===== config.mk =====
export PLATFORM = sky130hd
export DESIGN_NAME = inverse_permutation_func
export DESIGN_NICKNAME = d
export VERILOG_FILES = /design/src/rtl/inverse_permutation_func.sv
export SDC_FILE = /design/constraint.sdc
export NUM_CORES = 1
export LEC_CHECK = 0
export BUFFER_PORTS_ARGS = -buffer_cell sky130_fd_sc_hd__buf_2
export CORE_UTILIZATION = 48
export DETAILED_ROUTE_END_ITERATION = 10
export PLACE_DENSITY_LB_ADDON = 0.08
export SYNTH_ARGS = -nofsm -noshare
export SYNTH_HDL_FRONTEND = slang
export SYNTH_SLANG_ARGS = --single-unit

===== constraint.sdc =====
create_clock -name clk -period 1.7 [get_ports clk]
set_input_delay 0.34 -clock clk [delete_from_list [all_inputs] [get_ports clk]]
set_output_delay 0.34 -clock clk [all_outputs]
set_load 0.1 [all_outputs]

===== src/rtl/inverse_permutation_func.sv =====
// rtl/inverse_permutation_func.sv - inverse pi lane permutation over a 64-line, 25-bit state
module inverse_permutation_func (
    input  logic        clk,
    input  logic        rst,
    input  logic        start,
    output logic [5:0]  rd_addr,
    input  logic [24:0] line_in,
    output logic        write_enable,
    output logic [24:0] write_value,
    output logic [5:0]  wr_addr,
    output logic        donee
);

    typedef enum logic [1:0] {
        S_IDLE  = 2'd0,
        S_FETCH = 2'd1,
        S_EMIT  = 2'd2,
        S_DONE  = 2'd3
    } state_t;

    localparam logic [5:0] LAST_LINE = 6'd63;

    state_t      state_q;
    state_t      state_d;
    logic [5:0]  k_q;
    logic [5:0]  k_d;
    logic [24:0] line_r;
    logic [5:0]  wr_addr_r;
    logic        start_q;
    logic        start_rise;

    // Lane (x,y) sits at bit 5*y+x; A[x][y] = B[y][(2x+3y) mod 5], pure wiring.
    function automatic logic [24:0] inv_pi(input logic [24:0] b);
        logic [24:0] a;
        a = '0;
        for (int y = 0; y < 5; y++) begin
            for (int x = 0; x < 5; x++) begin
                a[5*y + x] = b[5*((2*x + 3*y) % 5) + y];
            end
        end
        return a;
    endfunction

    assign start_rise = start & ~start_q;

    always_ff @(posedge clk or negedge rst) begin
        if (!rst) begin
            state_q   <= S_IDLE;
            k_q       <= '0;
            line_r    <= '0;
            wr_addr_r <= '0;
            start_q   <= 1'b0;
        end else begin
            state_q <= state_d;
            k_q     <= k_d;
            start_q <= start;
            // The fetched line and its index stay put until the next fetch.
            if (state_q == S_FETCH) begin
                line_r    <= line_in;
                wr_addr_r <= k_q;
            end
        end
    end

    always_comb begin
        state_d = state_q;
        k_d     = k_q;
        case (state_q)
            S_IDLE: begin
                if (start_rise) begin
                    state_d = S_FETCH;
                    k_d     = '0;
                end
            end
            S_FETCH: begin
                state_d = S_EMIT;
            end
            S_EMIT: begin
                if (k_q == LAST_LINE) begin
                    state_d = S_DONE;
                end else begin
                    k_d     = k_q + 6'd1;
                    state_d = S_FETCH;
                end
            end
            S_DONE: begin
                state_d = S_IDLE;
            end
            default: begin
                state_d = S_IDLE;
            end
        endcase
    end

    always_comb begin
        rd_addr      = k_q;
        write_enable = (state_q == S_EMIT);
        donee        = (state_q == S_DONE);
        write_value  = inv_pi(line_r);
        wr_addr      = wr_addr_r;
    end

endmodule


==> results_dict.tcl <==
set metrics [dict create \
    die-area_sq_um 3840 \
    ys_seq_area_share_pct 58.0 \
    place_congestion 0.953 \
    r2r_start "rd_addr[0]$_DFFE_PN0P_" \
    antenna_cells 0 \
    rrSetupSlack_ns 0.25 \
    worst-path-max-fanout 5 \
    timing.max_slew.rel_slack_pct 67.0 \
    placeableCoreArea_sq_um 3390 \
    ff_latch_count_synth 40 \
    dpl_worst_slack_ns 0.245 \
    syn-instance-count 111 \
    grt_max_degree 24 \
    placement.io_buffers 66 \
    crit_path_start_kind "flop" \
    syn-cell-area_sq_um 1730 \
    reg_to_reg_end "rd_addr[0]$_DFFE_PN0P_" \
    grt_antenna_before_repair 0 \
    final_critical_path_setup_slack_ns 0.0627 \
    leading_cell_type_in_the_layout_fill_and_taps_excluded "buf_2" \
    vias_per_cell 5.01 \
    dpl.cell_count 222 \
    finalNetCount 214 \
    cts_root_buffer "clkbuf_4" \
    timing.hold.worst_path_depth 1 \
    end_kind "output port" \
    combined_area_of_the_multi_input_logic_cells_sq_um 673 \
    crit_path_required_time_ns 1.36 \
    post_drt_wl_per_cell_um 14.3 \
    drive_above_1_share_pct 63.8 \
    min-delay-path-class "in -> reg" \
    ant_nets 0 \
    holdPathEnd "start_q$_DFF_PN0_" \
    finClkSkew_ns 0.00647 \
    grt_pass1_wl_mm 4.89 \
    cts_max_path_buffers 2 \
    first_global_vias 1112 \
    path_clk_slew_ns 0.11 \
    critical_path_arrival_ns 1.30 \
    worst_pin_slew_ns 0.495 \
    floorplan.rows 21 \
    dp_hpwl_mm 2.43 \
    run_status "finished, final reports clean" \
    postSynthAreaPerCell_sq_um 15.5 \
    clk_latency_ns 0.33 \
    timing_max_transition_violations_final 0 \
    die_w_um 62.0 \
    cts.sinks 40 \
    grt_setup_unrepaired "false" \
    stdcell_count 231 \
    synth-warning-count 0 \
    synth_fp_nets 140 \
    via_count 1158 \
    ff_latch_area_sq_um 1010 \
    grt_overflow 0 \
    post_synth_num_cell_types 27 \
    min-delay-start "start" \
    fillers 255 \
    ff2ff_path_depth 5 \
    setup.worst_path.class "reg -> out" \
    cts_tree "yes" \
    numCtsBuffers 5 \
    floorplan.initialDensity_pct 50.9 \
    detailedRoute.firstIterationViolations 12 \
    most-common-layout-cells "64 x buf_2, 33 x dfrtp_1, 29 x mux2_4, 5 x clkbuf_4, 5 x dfrtp_2" \
    finalCriticalPeriod_ns 1.64 \
    i_o_pins 67 \
    report.final.hold_viol_count 0 \
    setup_viol 0 \
    totalWireLength_mm 3.30 \
    timing.fmax_ghz 0.611 \
    finalSetupTns_ns 0 \
    chipHeight_um 62.0 \
    flow.area_growth_from_synthesis_pct 27.7 \
    cap_viol_max_count 0 \
    drtPass1Iterations 2 \
    cts_htree_levels 2 \
    global_route.usage.total_pct 18.2 \
    layout_worst_path_cycle_share_pct 96.3 \
    drc 0 \
]
synth_stat cells:
cell	n	area [sq um]
o21ai_0	3	15.0
dfrtp_1	40	1000
a22o_1	1	8.76
nor2b_1	1	6.26
nor3_1	1	5.00
a21oi_1	2	10.0
mux2_2	1	11.3
or2_1	1	6.26
mux2_4	29	435
nand2b_1	2	12.5
ha_1	1	12.5
and3_1	2	12.5
o22a_1	1	8.76
o221ai_2	1	15.0
o211ai_1	1	7.51
a31oi_1	1	6.26
nand3_2	1	10.0
nor2_1	4	15.0
nand2_1	3	11.3
a21o_1	1	7.51
nand4_1	2	12.5
inv_1	3	11.3
mux2_1	2	22.5
nand3_1	1	5.00
buf_6	4	45.0
o21ai_1	1	5.00
and2_1	1	6.26
layer usage:
| metal | up-vias | share of wire [%] | GRT usage, % | wire (um) |
|---|---|---|---|---|
| met4 | 0 | 2.0 | 7.94 | 67 |
| met5 | - | 0 | 0 | 0 |
| li1 | 540 | - | - | - |
| met1 | 566 | 43 | 22.1 | 1410 |
| met2 | 45 | 49 | 28.9 | 1610 |
| met3 | 7 | 6.7 | 6.83 | 220 |
flip-flops by register name, indices dropped and copies added, names as in the netlist:
register  count
line_r       25
rd_addr       6
start_q       1
state_q       2
wr_addr       6
metrics by stage:
step | hold WS [ns] | instance area, sq um | utilization [%]
floorplan | 0.0444 | 1740 | -
global placement | 0.323 | 2130 | 62.9
detailed placement | 0.333 | 2130 | 62.9
CTS | 0.103 | 2190 | 64.7
global route | 0.0867 | 2200 | 65.0
finish | 0.122 | 2200 | 65.0
worst max-delay path, cell delays in order (launching register included):
cell and delay, ns:
dfrtp_1 0.43, nand2b_2 0.23, inv_2 0.13, buf_12 0.18
cells by family (layout without fill, tap and decap cells):
family	after synthesis	after routing	synth area share [%]
DFF	40	40	58.0
muxes	32	32	27.2
and+or+nand+nor	19	19	5.95
AOI/OAI and AO/OA	12	12	4.86
buffers and inverters	7	81	3.26
adders and majority gates	1	1	0.725
final cells by class:
cell class              count  area share [%]
well taps                  46            2.61
flip-flops and latches     40            46.1
clock inverters             1           0.227
repair buffers             71            18.2
inverters                   3           0.511
clock buffers               6            1.87
multi-input cells          64            30.6
how the worst max path moves through the flow:
stage,from,end,slack [ns]
after detailed placement,rd_addr[0]$_DFFE_PN0P_,rd_addr[0]$_DFFE_PN0P_,0.25
after CTS,state_q[0]$_DFFE_PN0P_,write_enable,0.01
final,state_q[0]$_DFFE_PN0P_,write_enable,0.06
after global routing,state_q[0]$_DFFE_PN0P_,write_enable,0.006
after global placement,rd_addr[0]$_DFFE_PN0P_,rd_addr[0]$_DFFE_PN0P_,0.30
after floorplan,state_q[0]$_DFFE_PN0P_,rd_addr[5]$_DFFE_PN0P_,0.04
timing repair:
action | 4_1_cts | 5_1_grt
setup buffers | 0 | 1
endpoints found under the hold margin | 22 | 0
hold buffers | 1 | 0
endpoints found under the setup margin | 2 | 1
pin swaps | 0 | 0
gates cloned | 0 | 0
gates resized for setup | 2 | 2
Power is left out: the tool's default activity adds up to more than one toggle a clock period on the data nets, which glitch-free logic cannot reach.
